### src/rtl/instr_fetch_if.sv
// rtl/instr_fetch_if.sv - fetch request/response handshake between instr_fetch and the memory controller
interface instr_fetch_if;
  logic        mem_req_valid;
  logic [31:0] mem_req_addr;
  logic        mem_resp_valid;
  logic [31:0] mem_resp_data;

  modport master (
    output mem_req_valid,
    output mem_req_addr,
    input  mem_resp_valid,
    input  mem_resp_data
  );

  modport slave (
    input  mem_req_valid,
    input  mem_req_addr,
    output mem_resp_valid,
    output mem_resp_data
  );
endinterface

### src/rtl/instr_fetch.sv
// rtl/instr_fetch.sv - PC, single-outstanding fetch FSM and instruction queue feeding the decoder
module instr_fetch #(
  parameter int          QUEUE_DEPTH = 4,
  parameter logic [31:0] RESET_PC    = 32'h0
) (
  input  logic                clk,
  input  logic                rst,
  input  logic                rdy,
  instr_fetch_if.master       mem,
  input  logic                rs_full,
  input  logic                lsb_full,
  input  logic                rob_full,
  input  logic                rob_flush,
  input  logic [31:0]         rob_target_pc,
  output logic                IF_success,
  output logic [31:0]         instr,
  output logic [31:0]         fetch_pc
);

  localparam int PW = $clog2(QUEUE_DEPTH);
  localparam int CW = PW + 1;

  typedef enum logic [1:0] {
    IDLE    = 2'd0,
    WAIT    = 2'd1,
    DISCARD = 2'd2
  } state_t;

  state_t state, state_next;

  logic [31:0]   q_data [QUEUE_DEPTH];
  logic [31:0]   q_pc   [QUEUE_DEPTH];
  logic [PW-1:0] head, tail;
  logic [CW-1:0] count;
  logic [31:0]   pc;

  logic        issue, push, pop, stall, take_resp;
  logic        is_jal;
  logic [31:0] jal_imm;

  assign stall     = rs_full | lsb_full | rob_full;
  assign pop       = !stall && (count != '0) && !rob_flush;
  assign take_resp = (state != IDLE) && mem.mem_resp_valid;
  assign is_jal    = (mem.mem_resp_data[6:0] == 7'b1101111);
  assign jal_imm   = {{12{mem.mem_resp_data[31]}}, mem.mem_resp_data[19:12],
                      mem.mem_resp_data[20], mem.mem_resp_data[30:21], 1'b0};

  // In IDLE nothing is in flight, so a free queue slot is reserved for the response.
  always_comb begin
    state_next = state;
    issue      = 1'b0;
    push       = 1'b0;
    case (state)
      IDLE: begin
        if (!rob_flush && (count < CW'(QUEUE_DEPTH))) begin
          issue      = 1'b1;
          state_next = WAIT;
        end
      end
      WAIT: begin
        if (mem.mem_resp_valid) begin
          push       = !rob_flush;
          state_next = IDLE;
        end else if (rob_flush) begin
          state_next = DISCARD;
        end
      end
      DISCARD: begin
        if (mem.mem_resp_valid) state_next = IDLE;
      end
      default: state_next = IDLE;
    endcase
  end

  always_ff @(posedge clk) begin
    if (rst) state <= IDLE;
    else if (rdy) state <= state_next;
  end

  always_ff @(posedge clk) begin
    if (rst) begin
      pc                <= RESET_PC;
      head              <= '0;
      tail              <= '0;
      count             <= '0;
      mem.mem_req_valid <= 1'b0;
      mem.mem_req_addr  <= 32'h0;
      IF_success        <= 1'b0;
      instr             <= 32'h0;
      fetch_pc          <= 32'h0;
    end else if (!rdy) begin
      IF_success <= 1'b0;
    end else begin
      if (issue) begin
        mem.mem_req_valid <= 1'b1;
        mem.mem_req_addr  <= pc;
      end else if (take_resp) begin
        mem.mem_req_valid <= 1'b0;
      end

      if (rob_flush) begin
        head       <= '0;
        tail       <= '0;
        count      <= '0;
        IF_success <= 1'b0;
        pc         <= rob_target_pc;
      end else begin
        IF_success <= pop;
        if (pop) begin
          instr    <= q_data[head];
          fetch_pc <= q_pc[head];
          head     <= head + 1'b1;
        end
        if (push) begin
          q_data[tail] <= mem.mem_resp_data;
          q_pc[tail]   <= pc;
          tail         <= tail + 1'b1;
          pc           <= is_jal ? pc + jal_imm : pc + 32'd4;
        end
        count <= count + CW'(push) - CW'(pop);
      end
    end
  end

endmodule

### src/flat_wrapper.sv
// flat-port wrapper written by rule: the top's interface ports become plain ports
module instr_fetch_flat 
#(
  parameter int          QUEUE_DEPTH = 4,
  parameter logic [31:0] RESET_PC    = 32'h0
)
  (clk, rst, rdy, rs_full, lsb_full, rob_full, rob_flush, rob_target_pc, IF_success, instr, fetch_pc, mem_mem_req_valid, mem_mem_req_addr, mem_mem_resp_valid, mem_mem_resp_data);
  instr_fetch_if mem_i ();
  input  logic clk;
  input  logic rst;
  input  logic rdy;
  input  logic rs_full;
  input  logic lsb_full;
  input  logic rob_full;
  input  logic rob_flush;
  input  logic [31:0] rob_target_pc;
  output logic IF_success;
  output logic [31:0] instr;
  output logic [31:0] fetch_pc;
  output wire logic [$bits(mem_i.mem_req_valid)-1:0] mem_mem_req_valid;
  output wire logic [$bits(mem_i.mem_req_addr)-1:0] mem_mem_req_addr;
  input wire logic [$bits(mem_i.mem_resp_valid)-1:0] mem_mem_resp_valid;
  input wire logic [$bits(mem_i.mem_resp_data)-1:0] mem_mem_resp_data;
  assign mem_mem_req_valid = mem_i.mem_req_valid;
  assign mem_mem_req_addr = mem_i.mem_req_addr;
  assign mem_i.mem_resp_valid = mem_mem_resp_valid;
  assign mem_i.mem_resp_data = mem_mem_resp_data;
  instr_fetch #(.QUEUE_DEPTH(QUEUE_DEPTH), .RESET_PC(RESET_PC)) u_core (.clk(clk), .rst(rst), .rdy(rdy), .mem(mem_i), .rs_full(rs_full), .lsb_full(lsb_full), .rob_full(rob_full), .rob_flush(rob_flush), .rob_target_pc(rob_target_pc), .IF_success(IF_success), .instr(instr), .fetch_pc(fetch_pc));
endmodule
### config.mk
export PLATFORM = sky130hd
export DESIGN_NAME = instr_fetch_flat
export DESIGN_NICKNAME = d
export VERILOG_FILES = /design/src/rtl/instr_fetch_if.sv /design/src/rtl/instr_fetch.sv /design/src/flat_wrapper.sv
export SDC_FILE = /design/constraint.sdc
export NUM_CORES = 1
export LEC_CHECK = 0
export BUFFER_PORTS_ARGS = -buffer_cell sky130_fd_sc_hd__buf_2
export CORE_ASPECT_RATIO = 0.6
export CORE_MARGIN = 2
export CORE_UTILIZATION = 25
export CTS_CLUSTER_DIAMETER = 30
export DETAILED_ROUTE_END_ITERATION = 16
export PLACE_DENSITY_LB_ADDON = 0.12
export SYNTH_ARGS = -nofsm -noshare
export SYNTH_HDL_FRONTEND = slang
export SYNTH_SLANG_ARGS = --single-unit
### constraint.sdc
create_clock -name clk -period 3.9 [get_ports clk]
set_input_delay 0.78 -clock clk [delete_from_list [all_inputs] [get_ports clk]]
set_output_delay 0.78 -clock clk [all_outputs]
set_load 0.1 [all_outputs]
# Word-level counts from Yosys, hierarchy flattened
# Memory sizes are Yosys's and may differ from the RTL's. A register that Yosys moved wholly into a read port is not among the register bits.
# Index checks and enable logic that the tools add are counted.
[classes] addsub=6 n_lt_le_gt_ge=1 n_eq_ne=6 mux=24 n_bitwise=4 reduce_logical=19
[op_table] op="two-way mux 32 bit" n=3
[op_table] op="adder 32 x 3 -> 32 bit (second input constant)" n=1
[op_table] op="adder 32 bit" n=1
[op_table] op="two-way mux 2 bit" n=8
[op_table] op="two-way mux 1 bit" n=11
[op_table] op="AND reduction 2 bit" n=4
[op_table] op="nonzero test 2 bit" n=4
[op_table] op="== test 7 bit (second input constant)" n=1
[op_table] op="one-hot mux 2 bit (3 select lines)" n=1
[op_table] op="adder 2 x 1 -> 2 bit (second input constant)" n=2
[op_table] op="logical AND 1 bit" n=4
[op_table] op="AND reduction 4 bit" n=1
[op_table] op="adder 3 x 1 -> 3 bit" n=1
[op_table] op="< comparator 3 bit (second input constant)" n=1
[op_table] op="two-way mux 3 bit" n=1
[op_table] op="!= test 3 bit (second input constant)" n=1
[op_table] op="AND reduction 3 bit" n=1
[op_table] op="nonzero test 3 bit" n=1
[op_table] op="OR reduction 3 bit" n=1
[op_table] op="subtractor 3 x 1 -> 3 bit" n=1
[op_table] op="== test 2 x 1 -> 1 bit (second input constant)" n=1
[op_table] op="== test 2 bit (second input constant)" n=1
[op_table] op="logical NOT 1 bit" n=2
[op_table] op="logical NOT 2 bit" n=1
[op_table] op="other kinds (4)" n=6
[word_totals] register_bits=75 mem_bits_rw=256 inputBits=72 output_inout_bits=98 word_cells=70 n_memories=2
[mem_list] memory="u_core.q_data" words=4 word_bits=32 read_ports=1 rd_clocked_by_memory_dff=1 write_ports=1 line="instr_fetch.sv:31" text="logic [31:0] q_data [QUEUE_DEPTH];"
[mem_list] memory="u_core.q_pc" words=4 word_bits=32 read_ports=1 rd_clocked_by_memory_dff=1 write_ports=1 line="instr_fetch.sv:32" text="logic [31:0] q_pc [QUEUE_DEPTH];"

# Longest topological paths before layout
# Gate-level depths: netlist of the first run.
[depth] word_depth=8 mapped_depth=13 mapped_depth_nobuf=12

# Worst setup path before layout of the first run
# No wires, ideal clock.
[synth_timing] path_type="input port to flip-flop" start="input port rob_flush" end="memory u_core.q_data[1][0] (enable)" arrival_time_ns=3.274 required_time_ns=3.471 setup_slack_ns=0.197 path_stages=5 n_path_buf=2 path_cell_list="clkbuf_1 > nand2b_1 > nor2_1 > clkbuf_1 > and3_1"
[synth_via] elab_chain_len=8
[synth_rtl] item="start: declaration" line="flat_wrapper.sv:15" text="input logic rob_flush;"
[synth_rtl] item="logical NOT 1 bit" line="instr_fetch.sv:62" text="push = !rob_flush;"
[synth_rtl] item="two-way mux 1 bit" line="instr_fetch.sv:61" text="if (mem.mem_resp_valid) begin"
[synth_rtl] item="two-way mux 1 bit" line="instr_fetch.sv:53" text="case (state)"
[synth_rtl] item="two-way mux 1 bit" line="instr_fetch.sv:114" text="if (push) begin"
[synth_rtl] item="two-way mux 1 bit *" line="instr_fetch.sv:101" text="if (rob_flush) begin"
[synth_rtl] item="two-way mux 1 bit *" line="instr_fetch.sv:91" text="end else if (!rdy) begin"
[synth_rtl] item="two-way mux 1 bit *" line="instr_fetch.sv:81" text="if (rst) begin"
[synth_rtl] item="two-way mux 1 bit (implied by the code) *" line="instr_fetch.sv:115" text="q_data[tail] <= mem.mem_resp_data;"
[synth_rtl] item="end: declaration" line="instr_fetch.sv:31"
# Every way passes the cells marked *; elsewhere a longest branch is shown, timed or not.

# Final worst setup path of the first run
[layout_timing] start="register u_core.pc[1]" end="register u_core.pc[31]"
[layout_via] elab_chain_len=4 elab_cells_between_ends=5 cone_classes="add/sub: 2; mux: 3"
[layout_rtl] item="start: declaration" line="instr_fetch.sv:35" text="logic [31:0] pc;"
[layout_rtl] item="start signal: assignment" line="instr_fetch.sv:106" text="pc <= rob_target_pc;"
[layout_rtl] item="start signal: assignment" line="instr_fetch.sv:118" text="pc <= is_jal ? pc + jal_imm : pc + 32'd4;"
[layout_rtl] item="adder 32 x 3 -> 32 bit / adder 32 bit (equally long branches)" line="instr_fetch.sv:118"
[layout_rtl] item="two-way mux 32 bit *" line="instr_fetch.sv:118"
[layout_rtl] item="two-way mux 32 bit *" line="instr_fetch.sv:114"
[layout_rtl] item="two-way mux 32 bit *" line="instr_fetch.sv:101"
# Every way passes the cells marked *; elsewhere a longest branch is shown, timed or not. The select of a mux whose other input is x is not followed.
# A chain may end at the register's enable or synchronous reset.

==> results.json, run 1 <==
{
  "grt_pass1_vias": 12200,
  "r2r-start": "u_core.pc[1]",
  "overflow": 0,
  "synth_edf_count": 256,
  "grt_pass1_wl_mm": 82.5,
  "rows": 73,
  "register_area_um2": 10500,
  "internal_power_mw": 9.81,
  "grt_usage_pct": 16.1,
  "synth_commonest_cells": "edfxtp_1 (256), nand2_1 (248), a21oi_1 (154), dfxtp_1 (139), nor2_1 (75)",
  "core_area_um2": 66500,
  "detail-route-antenna-nets": 0,
  "pwr-share-seq_pct": 35.6,
  "fin_ws_ns": 0.646,
  "cts-resized-gates": 0,
  "cts_made_buffers": 86,
  "hold_path.class": "input pin to flip-flop",
  "rsz0062_at_grt": "false",
  "pwr-share-clk_pct": 59.6,
  "required_ns": 4.42,
  "critPathKind": "flip-flop to flip-flop",
  "synth.top_cells.by_area": "edfxtp_1 (46%), dfxtp_1 (16%), mux4_2 (8.5%)",
  "wl_mm": 56.2,
  "dieHeight_um": 205,
  "dp_slack_ns": 0.0937,
  "rrSetupSlack_ns": 0.65,
  "period_needed_ns": 3.25,
  "drive_gt1_share_pct": 28.0,
  "final_util_pct": 33.3,
  "place_congestion": 0.861,
  "area_growth_pct": 31.4,
  "synth_most_common_cell": "edfxtp_1",
  "hpwl_mm": 36.8,
  "max_slew_margin_pct": 35.1,
  "post_cts_buffers": 0,
  "endpoint_kind": "flip-flop",
  "postSynthCellCount": 1352,
  "root_buffer": "clkbuf_16",
  "yosysUniqueCellTypes": 80,
  "dieArea_um2": 69600,
  "worstMarginPinSlew_ns": 0.973,
  "synth_fp_nets": 1463,
  "clk_latency_ns": 0.63,
  "num_vias": 12100,
  "drc": 0,
  "ys_warn_count": 0,
  "hold_viol_final": 0,
  "syn_avg_cell_area_um2": 12.5,
  "peakVddDrop_mv": 0.331,
  "power_mw": 12.7,
  "start_kind": "flip-flop",
  "htreeDepth": 3,
  "nFillCells": 6724,
  "io_pins": 170,
  "initial_utilization_pct": 25.4,
  "first_pass_iters": 7,
  "vias_per_cell": 4.70,
  "multi_input_area_um2": 6050,
  "nNetsFinal": 1698,
  "critPathLaunch": "u_core.pc[1]",
  "synth.largest_area_cell": "edfxtp_1",
  "clk_pin_slew_ns": 0.05,
  "p_sw_mw": 2.94,
  "fp.dieW_um": 339,
  "antenna_found_initial": 4,
  "cts_tree": "done",
  "setup_violations": 0,
  "clock-sinks": 395,
  "portBuffers": 169,
  "cp.arrival_ns": 3.78,
  "path_max_fanout": 4,
  "fmax_ghz": 0.307,
  "grt_max_degree": 144,
  "syn_area_um2": 16900,
  "drt_iter0_drc": 875,
  "wl_per_cell_um": 21.9,
  "outcome": "complete, no violations",
  "synth_seq_cells": 395,
  "async_flop_share_pct": 0,
  "drv_cap": 0,
  "finalCritPeriodShare_pct": 83.4,
  "slew_violations": 0,
  "powerDensity_nw_per_um2": 575,
  "worst_clock_skew_ns": 0.0264,
  "ctsLongestPathBuffers": 3,
  "setup_tns_ns": 0,
  "cts-hold-fix-buffers": 0,
  "yosysSeqAreaShare_pct": 62.1,
  "leakagePower_nw": 7.98,
  "ys.flop_type": "edfxtp_1",
  "power_frac_comb_pct": 4.7,
  "synth_top_cell_area_share_pct": 45.6,
  "hp-start": "mem_mem_resp_data[11]",
  "sw_frac_of_total_pct": 23.0
}
[worst max-delay path: stages (launching register included)]
cell,delay [ns]
dfxtp_1,0.36
ha_1,0.21
inv_1,0.07
fa_1,0.37
and2b_1,0.24
o2111ai_1,0.16
and2_4,0.24
a2111oi_4,0.44
o2111ai_2,0.16
and4_4,0.21
or4_1,0.47
a31o_1,0.22
[through the flow]
stage | hold WS (ns) | cell area, um^2 | cells
floorplan | 0.471 | 16900 | 1352
global placement | 0.441 | 19100 | 2399
detailed placement | 0.444 | 19100 | 2399
CTS | 0.333 | 22200 | 2560
global route | 0.359 | 22200 | 2561
finish | 0.378 | 22200 | 2563
[routing by layer]
metal / routed length [um] / vias to the layer above / GRT usage [%]
li1: - / 5596 / -
met1: 28500 / 6039 / 23.8
met2: 23100 / 331 / 22.9
met3: 3630 / 82 / 4.47
met4: 961 / 2 / 4.41
met5: 14 / - / 0
[final timing paths]
kind                                        endpoint  cells past startpoint
worst max-delay path                   u_core.pc[31]                     11
worst min-delay path            u_core.q_data[2][11]                      1
worst max register to register         u_core.pc[31]                     11
worst min register to register   u_core.fetch_pc[30]                      2
[kinds of logic after synthesis]
| logic type | after synthesis | synth area share (%) |
|---|---|---|
| compound gates | 308 | 11.4 |
| xor+xnor | 34 | 1.77 |
| fa+ha+maj | 39 | 2.98 |
| buf+inv | 89 | 2.20 |
| flops | 395 | 62.1 |
| mux | 67 | 8.73 |
| simple gates | 420 | 10.9 |
[placed cells by master (no fill, tap or decap), types with 7 or more instances in the layout]
master      instances
buf_4              42
nand2_1           247
a211oi_1           14
a31oi_1            12
xnor2_1            19
xor2_1             15
clkinv_2           10
nand4_1             9
nor2_1             74
ha_1               37
clkinvlp_4         14
dfxtp_1           137
clkbuf_8           12
mux4_2             64
a22oi_1             7
a21oi_1           154
buf_2             168
edfxtp_1          256
o21ai_0            37
clkbuf_16          90
clkbuf_1            9
nor3_1             11
inv_1              15
bufinv_16          10
buf_12              9
a21o_1             15
and3_1             11
nand3_1            18
o211ai_1            8
[power by group through the flow]
stage	registers [mW]	logic [mW]	clock network, mW
2_1_floorplan	4.65	0.305	0
3_3_place_gp	4.62	0.599	0
3_5_place_dp	4.62	0.598	0
4_1_cts	4.54	0.601	7.78
5_1_grt	4.54	0.657	7.98
6_report	4.54	0.603	7.60
[registers in the layout, summed over array words and instances, names as in the netlist]
name                      cells
u_core.state                  2
u_core.tail                   2
u_core.IF_success             1
u_core.mem.mem_req_addr      32
u_core.q_data               128
u_core.count                  3
u_core.q_pc                 128
u_core.instr                 32
u_core.mem.mem_req_valid      1
u_core.fetch_pc              32
u_core.pc                    32
u_core.head                   2
[final cells by class]
class                   instances  share of cell area, %
clock inverters                50                   2.92
well taps                     900                   5.08
multi-input cells             868                   27.3
repair buffers                219                   6.03
diodes                          3                 0.0339
flip-flops and latches        395                   47.3
inverters                      17                  0.288
clock buffers                 111                   11.1
Note: power is estimated with default switching activity, not from simulation.
==> run 2: changes to the inputs <==
--- a/config.mk
+++ b/config.mk
@@ -5,6 +5,7 @@
 export SDC_FILE = /design/constraint.sdc
 export NUM_CORES = 1
 export LEC_CHECK = 0
+export ABC_AREA = 1
 export BUFFER_PORTS_ARGS = -buffer_cell sky130_fd_sc_hd__buf_2
 export CORE_ASPECT_RATIO = 0.6
 export CORE_MARGIN = 2
==> constraint.sdc (replaced) <==
create_clock -name clk -period 3.3 [get_ports clk]
set_input_delay 0.66 -clock clk [delete_from_list [all_inputs] [get_ports clk]]
set_output_delay 0.66 -clock clk [all_outputs]
set_load 0.1 [all_outputs]
==> results.json, run 2 <==
{
  "final_cell_mix": "nor2_1 (380), nand2_1 (347), o21ai_0 (261)",
  "ctsLongestPathBuffers": 3,
  "synth.largest_area_cell": "edfxtp_1",
  "multi_input_area_um2": 6620,
  "nNetsFinal": 2327,
  "power_frac_comb_pct": 7.7,
  "critPathKind": "flip-flop to flip-flop",
  "hold_viol_final": 0,
  "endpoint_kind": "flip-flop",
  "grt_max_degree": 129,
  "outcome": "complete, no violations",
  "cts_made_buffers": 86,
  "pwr-share-clk_pct": 56.7,
  "grt_usage_pct": 17.2,
  "required_ns": 3.77,
  "grt_pass1_vias": 14200,
  "finalCritPeriodShare_pct": 74.8,
  "ys_warn_count": 0,
  "fmax_ghz": 0.405,
  "initial_utilization_pct": 25.2,
  "area_growth_pct": 28.7,
  "max_slew_margin_pct": 42.6,
  "hpwl_mm": 43.3,
  "rsz0062_at_grt": "false",
  "synth.top_cells.by_area": "edfxtp_1 (43%), dfxtp_1 (15%), nor2_1 (8.0%)",
  "path_max_fanout": 5,
  "clk_latency_ns": 0.63,
  "wl_per_cell_um": 19.8,
  "cts_tree": "done",
  "core_area_um2": 71600,
  "async_flop_share_pct": 0,
  "cp.arrival_ns": 2.94,
  "cts-hold-fix-buffers": 0,
  "clock-sinks": 395,
  "hold_path.class": "input pin to flip-flop",
  "cts-resized-gates": 0,
  "nFillCells": 7424,
  "antenna_found_initial": 4,
  "start_kind": "flip-flop",
  "vias_per_cell": 4.54,
  "first_pass_iters": 7,
  "internal_power_mw": 11.3,
  "detail-route-antenna-nets": 0,
  "worst_clock_skew_ns": 0.0342,
  "slew_violations": 0,
  "dieArea_um2": 74300,
  "powerDensity_nw_per_um2": 655,
  "sw_frac_of_total_pct": 25.4,
  "portBuffers": 169,
  "leakagePower_nw": 9.76,
  "dieHeight_um": 212,
  "grt_pass1_wl_mm": 94.3,
  "yosysSeqAreaShare_pct": 58.1,
  "num_vias": 14800,
  "postSynthCellCount": 2001,
  "synth_seq_cells": 395,
  "synth_fp_nets": 2112,
  "dp_slack_ns": 0.543,
  "wl_mm": 64.8,
  "setup_violations": 0,
  "syn_area_um2": 18000,
  "synth_most_common_cell": "nor2_1",
  "fin_ws_ns": 0.833,
  "rows": 76,
  "worstMarginPinSlew_ns": 0.861,
  "drive_gt1_share_pct": 18.6,
  "power_mw": 15.2,
  "syn_avg_cell_area_um2": 9.01,
  "period_needed_ns": 2.47,
  "synth_commonest_cells": "nor2_1 (386), nand2_1 (347), o21ai_0 (261), edfxtp_1 (256), dfxtp_1 (139)",
  "drt_iter0_drc": 1124,
  "yosysUniqueCellTypes": 42,
  "reg.largest.list": "u_core.q_data: 128 flops, u_core.q_pc: 128 flops",
  "ys.flop_type": "edfxtp_1",
  "register_area_um2": 10500,
  "layout_commonest_cell": "nor2_1",
  "drv_cap": 0,
  "htreeDepth": 3,
  "clk_pin_slew_ns": 0.05,
  "fp.dieW_um": 351,
  "drc": 0,
  "synth_edf_count": 256,
  "p_sw_mw": 3.85,
  "pwr-share-seq_pct": 35.5,
  "synth_top_cell_area_share_pct": 42.6,
  "overflow": 0,
  "peakVddDrop_mv": 0.327,
  "post_cts_buffers": 0,
  "io_pins": 170,
  "final_util_pct": 32.4,
  "root_buffer": "clkbuf_16",
  "place_congestion": 0.870
}
[run 2: path summary, 6_finish.rpt]
path	start	end	slack, ns	cells after the start
worst max-delay path	u_core.pc[12]	u_core.pc[16]	0.83	11
worst min-delay path	mem_mem_resp_data[7]	u_core.q_data[3][7]	0.25	1
worst max register to register	u_core.pc[12]	u_core.pc[16]	0.83	11
worst min register to register	u_core.mem.mem_req_valid	u_core.mem.mem_req_valid	0.47	2
[run 2: critical path: stages, from the launching register on]
cell and delay [ns]:
dfxtp_1 0.44, ha_1 0.46, nand2_1 0.17, nor2_1 0.36
and2_1 0.27, nand2_1 0.09, nand3_1 0.08, nand2_1 0.06
nand3_1 0.13, nand3_1 0.11, nand2_1 0.08, a21oi_1 0.05
[run 2: kinds of logic after synthesis]
group,after synthesis,synth area share [%]
AND/OR/NAND/NOR,855,19.4
AO/OA/AOI/OAI,448,13.3
flip-flops,395,58.1
buffers and inverters,244,5.45
adder cells (fa/ha/maj),39,2.79
XOR/XNOR,20,0.972
[run 2: layer usage]
| layer | part of all wire [%] | vias to the layer above | track usage [%] |
|---|---|---|---|
| met5 | 0 | - | 0 |
| met1 | 50 | 7072 | 25.7 |
| met2 | 42 | 387 | 25.1 |
| met3 | 5.7 | 82 | 3.99 |
| li1 | - | 7274 | - |
| met4 | 1.7 | 0 | 3.92 |
[run 2: layout make-up]
| type | count | area share [%] |
|---|---|---|
| sequential | 395 | 45.2 |
| multi-input combinational | 1362 | 28.5 |
| clock buffer | 111 | 10.4 |
| timing repair buffer | 227 | 5.90 |
| tap | 975 | 5.26 |
| clock inverter | 51 | 2.41 |
| inverter | 144 | 2.34 |
| antenna | 1 | 0.0108 |
[run 2: metrics by stage]
| stage | area, um^2 | setup TNS, ns | hold slack [ns] | cells |
|---|---|---|---|---|
| final | 23200 | 0 | 0.254 | 3266 |
| after global routing | 23200 | 0 | 0.228 | 3265 |
| after CTS | 23200 | 0 | 0.213 | 3265 |
| after detailed placement | 20200 | 0 | 0.468 | 3103 |
| after global placement | 20200 | 0 | 0.455 | 3103 |
| after floorplan | 18000 | -49.56 | 0.454 | 2001 |
[run 2: power by group through the flow]
stage | Sequential [mW] | Clock (mW) | Combinational [mW]
6_report | 5.40 | 8.62 | 1.18
5_1_grt | 5.40 | 9.05 | 1.27
2_1_floorplan | 5.84 | 0 | 0.429
3_3_place_gp | 5.49 | 0 | 1.17
4_1_cts | 5.40 | 8.80 | 1.18
3_5_place_dp | 5.49 | 0 | 1.17
